**src/rtl/doom_pkg.sv**
```systemverilog
// -----------------------------------------------------------------------------
// doom_pkg
// Shared types and helpers for the player motion path.
//   heading_t      : 2-bit compass heading (N/E/S/W)
//   state_t        : motion FSM state
//   HEAD_DX/HEAD_DY: per-heading one-cell step, indexed by heading
//   rot_cw/rot_ccw : +90 / -90 degree rotation with mod-4 wrap
// -----------------------------------------------------------------------------
package doom_pkg;

  typedef enum logic [1:0] {
    HEAD_N = 2'd0,
    HEAD_E = 2'd1,
    HEAD_S = 2'd2,
    HEAD_W = 2'd3
  } heading_t;

  typedef enum logic [1:0] {
    ST_IDLE   = 2'd0,
    ST_QUERY  = 2'd1,
    ST_COMMIT = 2'd2
  } state_t;

  // Screen-style coordinates: north decreases Y.
  localparam int HEAD_DX [4] = '{0, 1, 0, -1};
  localparam int HEAD_DY [4] = '{-1, 0, 1, 0};

  function automatic heading_t rot_cw(input heading_t h);
    return heading_t'(h + 2'd1);
  endfunction

  function automatic heading_t rot_ccw(input heading_t h);
    return heading_t'(h - 2'd1);
  endfunction

endpackage

```
**src/rtl/press_sync_edge.sv**
```systemverilog
// -----------------------------------------------------------------------------
// press_sync_edge
// Two-flop synchronizer followed by a rising-edge detector for one button
// level. Holding the button produces a single o_rise cycle.
//   clk, rst_n : clock, asynchronous active-low reset
//   i_level    : raw button level, asynchronous to clk
//   o_rise     : high for one cycle after the synchronized level rises
// -----------------------------------------------------------------------------
module press_sync_edge (
  input  logic clk,
  input  logic rst_n,
  input  logic i_level,
  output logic o_rise
);

  logic r_meta;
  logic r_sync;
  logic r_prev;

  // NOTE: sequential state uses non-blocking assignments so every flop samples
  // the pre-edge value of its neighbour; blocking here would collapse the chain.
  always_ff @(posedge clk or negedge rst_n) begin
    if (!rst_n) begin
      r_meta <= 1'b0;
      r_sync <= 1'b0;
      r_prev <= 1'b0;
    end else begin
      r_meta <= i_level;
      r_sync <= r_meta;
      r_prev <= r_sync;
    end
  end

  assign o_rise = r_sync & ~r_prev;

endmodule

```
**src/rtl/player_motion_ctrl.sv**
```systemverilog
// -----------------------------------------------------------------------------
// player_motion_ctrl
// Turns button presses into player actions (turn -90/+90, step forward) and
// owns the player's grid position and heading. Forward steps are checked for
// walls through a req/ack query to the map store before being committed.
//   clk, rst_n                 : clock, asynchronous active-low reset
//   rotateN90_press            : turn-left button level (async)
//   forward_press              : forward button level (async)
//   rotate90_press             : turn-right button level (async)
//   map_req / map_addr         : wall query, held until map_ack
//   map_ack / map_wall         : query response strobe and wall flag
//   pos_x, pos_y, heading      : authoritative player state
//   busy                       : an action is in flight
//   turned, moved, bumped      : one-cycle completion pulses
// All outputs come straight from flops.
// -----------------------------------------------------------------------------
module player_motion_ctrl
  import doom_pkg::*;
#(
  parameter int MAP_W      = 16,
  parameter int MAP_H      = 16,
  parameter int START_X    = 1,
  parameter int START_Y    = 1,
  parameter int START_HEAD = 0
) (
  input  logic                             clk,
  input  logic                             rst_n,
  input  logic                             rotateN90_press,
  input  logic                             forward_press,
  input  logic                             rotate90_press,
  output logic                             map_req,
  output logic [$clog2(MAP_W*MAP_H)-1:0]   map_addr,
  input  logic                             map_ack,
  input  logic                             map_wall,
  output logic [$clog2(MAP_W)-1:0]         pos_x,
  output logic [$clog2(MAP_H)-1:0]         pos_y,
  output logic [1:0]                       heading,
  output logic                             busy,
  output logic                             turned,
  output logic                             moved,
  output logic                             bumped
);

  localparam int X_W    = $clog2(MAP_W);
  localparam int Y_W    = $clog2(MAP_H);
  localparam int ADDR_W = $clog2(MAP_W*MAP_H);

  // ---------------------------------------------------------------------------
  // Press conditioning
  // ---------------------------------------------------------------------------
  logic w_ccw_rise;
  logic w_fwd_rise;
  logic w_cw_rise;

  press_sync_edge u_sync_ccw (
    .clk     (clk),
    .rst_n   (rst_n),
    .i_level (rotateN90_press),
    .o_rise  (w_ccw_rise)
  );

  press_sync_edge u_sync_fwd (
    .clk     (clk),
    .rst_n   (rst_n),
    .i_level (forward_press),
    .o_rise  (w_fwd_rise)
  );

  press_sync_edge u_sync_cw (
    .clk     (clk),
    .rst_n   (rst_n),
    .i_level (rotate90_press),
    .o_rise  (w_cw_rise)
  );

  // ---------------------------------------------------------------------------
  // State registers
  // ---------------------------------------------------------------------------
  state_t            r_state;
  heading_t          r_heading;
  logic [X_W-1:0]    r_pos_x;
  logic [Y_W-1:0]    r_pos_y;
  logic [X_W-1:0]    r_tgt_x;
  logic [Y_W-1:0]    r_tgt_y;
  logic              r_map_req;
  logic [ADDR_W-1:0] r_map_addr;
  logic              r_busy;
  logic              r_turned;
  logic              r_moved;
  logic              r_bumped;

  state_t            w_state_nxt;
  heading_t          w_heading_nxt;
  logic [X_W-1:0]    w_pos_x_nxt;
  logic [Y_W-1:0]    w_pos_y_nxt;
  logic [X_W-1:0]    w_tgt_x_nxt;
  logic [Y_W-1:0]    w_tgt_y_nxt;
  logic              w_map_req_nxt;
  logic [ADDR_W-1:0] w_map_addr_nxt;
  logic              w_turned_nxt;
  logic              w_moved_nxt;
  logic              w_bumped_nxt;

  // Signed target so stepping off either edge is a plain range check.
  int                w_tx;
  int                w_ty;
  logic              w_oob;

  // ---------------------------------------------------------------------------
  // Next-state / output decode
  // ---------------------------------------------------------------------------
  // NOTE: every signal gets its default before the case statement; any path
  // that left one unassigned would infer a latch.
  always_comb begin
    w_state_nxt    = r_state;
    w_heading_nxt  = r_heading;
    w_pos_x_nxt    = r_pos_x;
    w_pos_y_nxt    = r_pos_y;
    w_tgt_x_nxt    = r_tgt_x;
    w_tgt_y_nxt    = r_tgt_y;
    w_map_req_nxt  = r_map_req;
    w_map_addr_nxt = r_map_addr;
    w_turned_nxt   = 1'b0;
    w_moved_nxt    = 1'b0;
    w_bumped_nxt   = 1'b0;

    w_tx  = int'(r_pos_x) + HEAD_DX[r_heading];
    w_ty  = int'(r_pos_y) + HEAD_DY[r_heading];
    w_oob = (w_tx < 0) || (w_tx >= MAP_W) || (w_ty < 0) || (w_ty >= MAP_H);

    unique case (r_state)
      ST_IDLE: begin
        // Forward outranks turns; turn edges coinciding with it are dropped.
        if (w_fwd_rise) begin
          if (w_oob) begin
            w_bumped_nxt = 1'b1;
          end else begin
            w_state_nxt    = ST_QUERY;
            w_map_req_nxt  = 1'b1;
            w_tgt_x_nxt    = X_W'(w_tx);
            w_tgt_y_nxt    = Y_W'(w_ty);
            w_map_addr_nxt = ADDR_W'(w_ty * MAP_W + w_tx);
          end
        end else if (w_cw_rise && !w_ccw_rise) begin
          w_heading_nxt = rot_cw(r_heading);
          w_turned_nxt  = 1'b1;
        end else if (w_ccw_rise && !w_cw_rise) begin
          w_heading_nxt = rot_ccw(r_heading);
          w_turned_nxt  = 1'b1;
        end
      end

      ST_QUERY: begin
        if (map_ack) begin
          w_map_req_nxt = 1'b0;
          if (map_wall) begin
            w_bumped_nxt = 1'b1;
            w_state_nxt  = ST_IDLE;
          end else begin
            w_state_nxt  = ST_COMMIT;
          end
        end
      end

      ST_COMMIT: begin
        w_pos_x_nxt = r_tgt_x;
        w_pos_y_nxt = r_tgt_y;
        w_moved_nxt = 1'b1;
        w_state_nxt = ST_IDLE;
      end

      default: begin
        w_state_nxt   = ST_IDLE;
        w_map_req_nxt = 1'b0;
      end
    endcase
  end

  always_ff @(posedge clk or negedge rst_n) begin
    if (!rst_n) begin
      r_state    <= ST_IDLE;
      r_heading  <= heading_t'(2'(START_HEAD));
      r_pos_x    <= X_W'(START_X);
      r_pos_y    <= Y_W'(START_Y);
      r_tgt_x    <= '0;
      r_tgt_y    <= '0;
      r_map_req  <= 1'b0;
      r_map_addr <= '0;
      r_busy     <= 1'b0;
      r_turned   <= 1'b0;
      r_moved    <= 1'b0;
      r_bumped   <= 1'b0;
    end else begin
      r_state    <= w_state_nxt;
      r_heading  <= w_heading_nxt;
      r_pos_x    <= w_pos_x_nxt;
      r_pos_y    <= w_pos_y_nxt;
      r_tgt_x    <= w_tgt_x_nxt;
      r_tgt_y    <= w_tgt_y_nxt;
      r_map_req  <= w_map_req_nxt;
      r_map_addr <= w_map_addr_nxt;
      r_busy     <= (w_state_nxt != ST_IDLE);
      r_turned   <= w_turned_nxt;
      r_moved    <= w_moved_nxt;
      r_bumped   <= w_bumped_nxt;
    end
  end

  assign map_req  = r_map_req;
  assign map_addr = r_map_addr;
  assign pos_x    = r_pos_x;
  assign pos_y    = r_pos_y;
  assign heading  = r_heading;
  assign busy     = r_busy;
  assign turned   = r_turned;
  assign moved    = r_moved;
  assign bumped   = r_bumped;

endmodule

```
**config.mk**
```make
export PLATFORM = sky130hd
export DESIGN_NAME = player_motion_ctrl
export DESIGN_NICKNAME = d
export VERILOG_FILES = /design/src/rtl/doom_pkg.sv /design/src/rtl/press_sync_edge.sv /design/src/rtl/player_motion_ctrl.sv
export SDC_FILE = /design/constraint.sdc
export NUM_CORES = 1
export LEC_CHECK = 0
export ABC_AREA = 1
export BUFFER_PORTS_ARGS = -buffer_cell sky130_fd_sc_hd__buf_2
export CAP_MARGIN = 20
export CORE_MARGIN = 2
export CORE_UTILIZATION = 30
export DETAILED_ROUTE_END_ITERATION = 8
export SYNTH_ARGS = -nofsm -noshare
export SYNTH_HDL_FRONTEND = slang
export SYNTH_SLANG_ARGS = --single-unit
```
**constraint.sdc**
```tcl
create_clock -name clk -period 5.3 [get_ports clk]
set_input_delay 1.59 -clock clk [delete_from_list [all_inputs] [get_ports clk]]
set_output_delay 1.59 -clock clk [all_outputs]
set_load 0.01 [all_outputs]
```
* Word level (Yosys, flattened, before mapping) *
Cells that the tools add are included.

operators by class
  add/subtract/negate cells = 5
  magnitude comparators = 5
  equality and inequality tests = 5
  mux-type cells = 27
  bitwise logic cells = 10
  reductions and logical operators = 13

operators with widths
  operator               count
  $bmux W32 S2           2
  $mux W32               4
  $add A5 B32 Y32        2
  $ge A32 B6 Y1 const B  2
  $lt A32 B1 Y1 const B  2
  $mux W1                12
  $mux W2                6
  $add A8 B8 Y8          1
  $not A1 Y1             6
  $reduce_and A3 Y1      2
  $ne A2 B2 Y1 const B   2
  $pmux W2 S2            1
  $reduce_and A4 Y1      1
  $reduce_bool A2 Y1     2
  $and A1 B1 Y1          3
  $ge A3 B3 Y1 const B   1
  $logic_or A1 B1 Y1     3
  $not A2 Y3             1
  $pmux W1 S3            1
  $add A2 B1 Y2 const B  1
  $eq A2 B1 Y1 const B   1
  $eq A2 B2 Y1 const B   1
  $logic_and A1 B1 Y1    2
  $logic_not A1 Y1       2
  other kinds (4)        4

storage, ports and cells
  register bits after elaboration = 42
  input port bits = 7
  logic and storage cells = 86

* Longest topological paths before layout *
  word-level depth = 13
  depth in mapped cells = 23

* Cells and area by module *
From an unflattened synthesis, not the netlist that was laid out.

second synthesis, totals
  cell total of the unflattened synthesis = 298
  area, all modules = 2,438.6 um^2

modules (own cells, without submodules)
  module              times used  cells an instance  area an instance (um^2)  seq. area each (um^2)
  player_motion_ctrl  1           283                2,183.3                  728.2
  press_sync_edge     3           5                  85.1                     75.1

* Worst setup path before layout *
No wires, ideal clock.

  path kind = reg-to-reg
  from = register r_heading[0] (netlist: heading[0])
  to = register r_tgt_x[2]
  setup time = 0.121 ns
  data arrival time = 2.877 ns
  data required time = 5.179 ns
  slack = 2.302 ns
  cell stages (with the launch flop) = 18
  buffers on the path = 2
  clock period less this slack = 2.998 ns
  cell sequence = dfrtp_1 -> buf_6 -> or2_1 -> inv_2 -> ha_1 -> o21ai_0 -> o21ai_0 -> ha_1 -> nand2_1 -> nor2_1 -> nand2_1 -> nor2_1 -> nand2_1 -> nor2_2 -> nand4_4 -> buf_6 -> nand2_1 -> o21ai_2

on the way
  word-level cells in the longest chain between the ends = 11
  elaborated cells between the ends (all ways) = 18
  those cells by class = add/sub: 2; order compare: 4; mux: 6; bitwise: 2; reduce/logical: 4

RTL lines
  item                                                   line                                                  text
  from (decl)                                            player_motion_ctrl.sv:80                              heading_t r_heading;
  from (signal assigned)                                 player_motion_ctrl.sv:182                             r_heading <= heading_t'(2'(START_HEAD));
  from (signal assigned)                                 player_motion_ctrl.sv:195                             r_heading <= w_heading_nxt;
  $not A2 Y3 (implied by the code) *                     player_motion_ctrl.sv:127, player_motion_ctrl.sv:128
  $bmux W32 S2                                           player_motion_ctrl.sv:127                             w_tx = int'(r_pos_x) + HEAD_DX[r_heading];
  $mux W32 (implied by the code) (2 in a row)            player_motion_ctrl.sv:127
  $add A5 B32 Y32                                        player_motion_ctrl.sv:127
  $lt A32 B1 Y1 / $ge A32 B6 Y1 (equally long branches)  player_motion_ctrl.sv:129                             w_oob = (w_tx < 0) || (w_tx >= MAP_W) || (w_ty < 0) || (w_ty >= MAP_H);
  $logic_or A1 B1 Y1 (3 in a row)                        player_motion_ctrl.sv:129
  $not A1 Y1 (no line)                                   --
  $reduce_and A3 Y1 (no line)                            --
  to (signal assigned)                                   player_motion_ctrl.sv:198                             r_tgt_x <= w_tgt_x_nxt;
  to (decl)                                              player_motion_ctrl.sv:83                              logic [X_W-1:0] r_tgt_x;

Mark *: on every way between the ends. The rest lies on a longest branch, timed or not. The select of a mux whose other input is x is not followed.
A chain may end at the register's enable or synchronous reset.

* Worst setup path in the final report *
  from = register r_heading[0] (netlist: heading[0])
  to = register r_tgt_x[1]

The elaborated chain is that of the path after synthesis.

==> impl_metrics.csv <==
group,metric,value,unit
run_status,status,"completed",
finish,post-route-cell-area,2810,sq um
grt,globalRouteTotalUtil,12.7,%
synthesis,synth_top_family_by_area,"simple AND/OR/NAND/NOR gates",
timing,worst_slew_pin_slew,0.855,ns
timing,setup_violations,0,
grt,grt_pass1_vias,1871,
die,die_area,8830,sq um
finish,area_growth,15.7,%
placed_design,placed_cells,425,
timing,finalCritPeriodShare,65.7,%
power_and_ir_drop,power.density,388,nW/um^2
finish,final_util,36.1,%
timing,fmax,0.287,GHz
finish,antenna_cells,0,
synthesis,synth_compound_gate_area_share,6.44,%
synthesis,yosysTopAreaCell,"dfrtp_1",
synthesis,ys.flop_type,"dfrtp_1",
detailed_routing,drtIter0Drc,30,
synthesis,synth_area,2430,sq um
synthesis,ys_types,27,
clock_tree,path_clk_slew,0.08,ns
clock_tree,cts-root-buf,"clkbuf_8",
detailed_routing,dr.pass1.iters,4,
timing,skew,0.00537,ns
finish,drive_above_1_share,19.6,%
detailed_routing,drc,0,
die,core,7770,sq um
timing,tns,0,ns
synthesis,synth_simple_gate_area_share,25.1,%
timing,layout_min_cycle_time,3.48,ns
synthesis,synth_xor_area_share,2.16,%
grt,grt_max_degree,39,
synthesis,async_flop_share,100,%
critical_path,critical_path_class,"register to register",
power_and_ir_drop,leakage,1.61,nW
synthesis,ys_seq_area_share,39.3,%
clock_tree,post_cts_resized,0,
die,die_y,94.0,um
clock_tree,htreeDepth,2,
timing,rsz0062_at_grt,"false",
synthesis,ys_seq_elements,38,
power_and_ir_drop,ir_drop,0.000151,V
synthesis,synth_cells,297,
placed_design,gp_congestion,0.873,
critical_path,crit_fanout,24,
finish,nets,367,
die,die_x,94.0,um
synthesis,avgSynthCellArea,8.17,sq um
clock_tree,cts_buffers,5,
placed_design,place.port_buffers,29,
synthesis,yosys_warnings,0,
detailed_routing,ant_nets,0,
synthesis,synth_top_area_share,37.1,%
placed_design,hpwl,3.88,mm
synthesis,yosysMostFrequentCell,"nand2_1",
synthesis,synthTopCellsByArea,"dfrtp_1 37%, ha_1 14%, nand2_1 12%",
synthesis,synthAdderAreaFrac,16.1,%
clock_tree,hold_buffers,0,
synthesis,syn_nets,334,
grt,antenna_found_initial,0,
critical_path,critPathLaunchType,"register",
clock_tree,cts_tree,"built",
die,initial_core_util,31.2,%
timing,setup_slack,1.82,ns
clock_tree,cts_buffer_depth,2,
placed_design,place_ws,1.84,ns
timing,slew_headroom,43.0,%
clock_tree,clock_latency,0.29,ns
critical_path,cp.required,5.48,ns
placed_design,placed_cell_area,2670,sq um
detailed_routing,wl_per_cell,11.5,um
detailed_routing,via_per_inst,4.35,
clock_tree,cts.sinks,38,
detailed_routing,wl,4.98,mm
timing,final_max_slew_viol_count,0,
finish,fillers,848,
finish,stdcell_count,433,
critical_path,cp.arrival,3.66,ns
min_path,hold_class,"register to register",
job,drv_cap,0,
grt,grt_pass1_wl,8.74,mm
synthesis,synth.mux.area_fraction,0,%
synthesis,synth-edff-count,0,
die,io_pins,30,
clock_tree,cts_setup_buffers,0,
die,rows,32,
synthesis,netlist_top_cells_count,"79 x nand2_1, 58 x inv_1, 36 x dfrtp_1",
timing,hold_viol_final,0,
grt,grt_overflow,0,
detailed_routing,vias,1883,
critical_path,end_kind,"register",
[worst paths after layout]
kind	endpoint	cells after the start	slack, ns	startpoint
worst max register to register	r_tgt_x[1]$_DFFE_PN0P_	15	1.82	heading[0]$_DFFE_PN0P_
max in group asynchronous	r_state[1]$_DFF_PN0_	1	3.36	rst_n
worst max-delay path	r_tgt_x[1]$_DFFE_PN0P_	15	1.82	heading[0]$_DFFE_PN0P_
worst min-delay path	u_sync_fwd.r_sync$_DFF_PN0_	0	0.35	u_sync_fwd.r_meta$_DFF_PN0_
min in group asynchronous	moved$_DFF_PN0_	1	1.40	rst_n
worst min register to register	u_sync_fwd.r_sync$_DFF_PN0_	0	0.35	u_sync_fwd.r_meta$_DFF_PN0_
[layout by cell type, fill, tap and decap left out, drive strengths merged, types with 7 or more instances in the layout]
cell / count
nand2: 85
inv: 61
dfrtp: 36
buf: 30
ha: 28
nor2: 24
o21ai: 17
nand3: 12
nand4: 7
[layout make-up]
class	count	area, sq um	area share [%]
clock inverter	3	68.8	2.45
sequential	38	953	34.0
multi-input combinational	194	1210	43.0
inverter	61	229	8.16
tap	102	128	4.55
clock buffer	5	68.8	2.45
timing repair buffer	30	153	5.44
[layer usage]
metal / GRT usage [%] / vias up / part of all wire, %
met5: 0 / - / 0
met4: 3.50 / 0 / 1.3
met1: 17.8 / 854 / 50
met2: 19.3 / 36 / 44
li1: - / 985 / -
met3: 3.45 / 8 / 4.6
[cell families (layout without fill, tap and decap cells)]
| kind of cell | Yosys count | count (layout) |
|---|---|---|
| compound gates | 23 | 23 |
| xor+xnor | 6 | 6 |
| fa+ha+maj | 30 | 30 |
| buf+inv | 65 | 99 |
| flops | 38 | 38 |
| simple gates | 135 | 135 |
[per-stage QoR]
stage               hold slack, ns  power, mW
global placement             0.332      0.792
detailed placement           0.336      0.802
finish                       0.350       1.09
CTS                          0.354       1.11
floorplan                    0.331      0.700
global route                 0.377       1.19
[report_power, final]
part           internal [mW]  switching (mW)
registers              0.304          0.0216
clock network          0.189           0.108
logic                  0.172           0.295
total                  0.664           0.424
[worst max-delay path, cell delays in order (launching register included)]
cell     delay (ns)
dfrtp_1        0.50
or2_1          0.28
inv_2          0.25
ha_1           0.32
o21ai_0        0.26
o21ai_0        0.16
ha_1           0.31
nand2_1        0.06
nor2_1         0.09
nand2_1        0.07
nor2_1         0.15
nand2_1        0.09
nor2_2         0.16
nand4_4        0.35
nand2_1        0.23
o21ai_2        0.07
[state kept, by name (all words and copies together), names as in the netlist, 2 cells and up]
name      flops
r_tgt_y       4
pos_y         4
r_tgt_x       3
r_state       2
map_addr      5
pos_x         4
heading       2
Note: power is estimated with default switching activity, not from simulation.
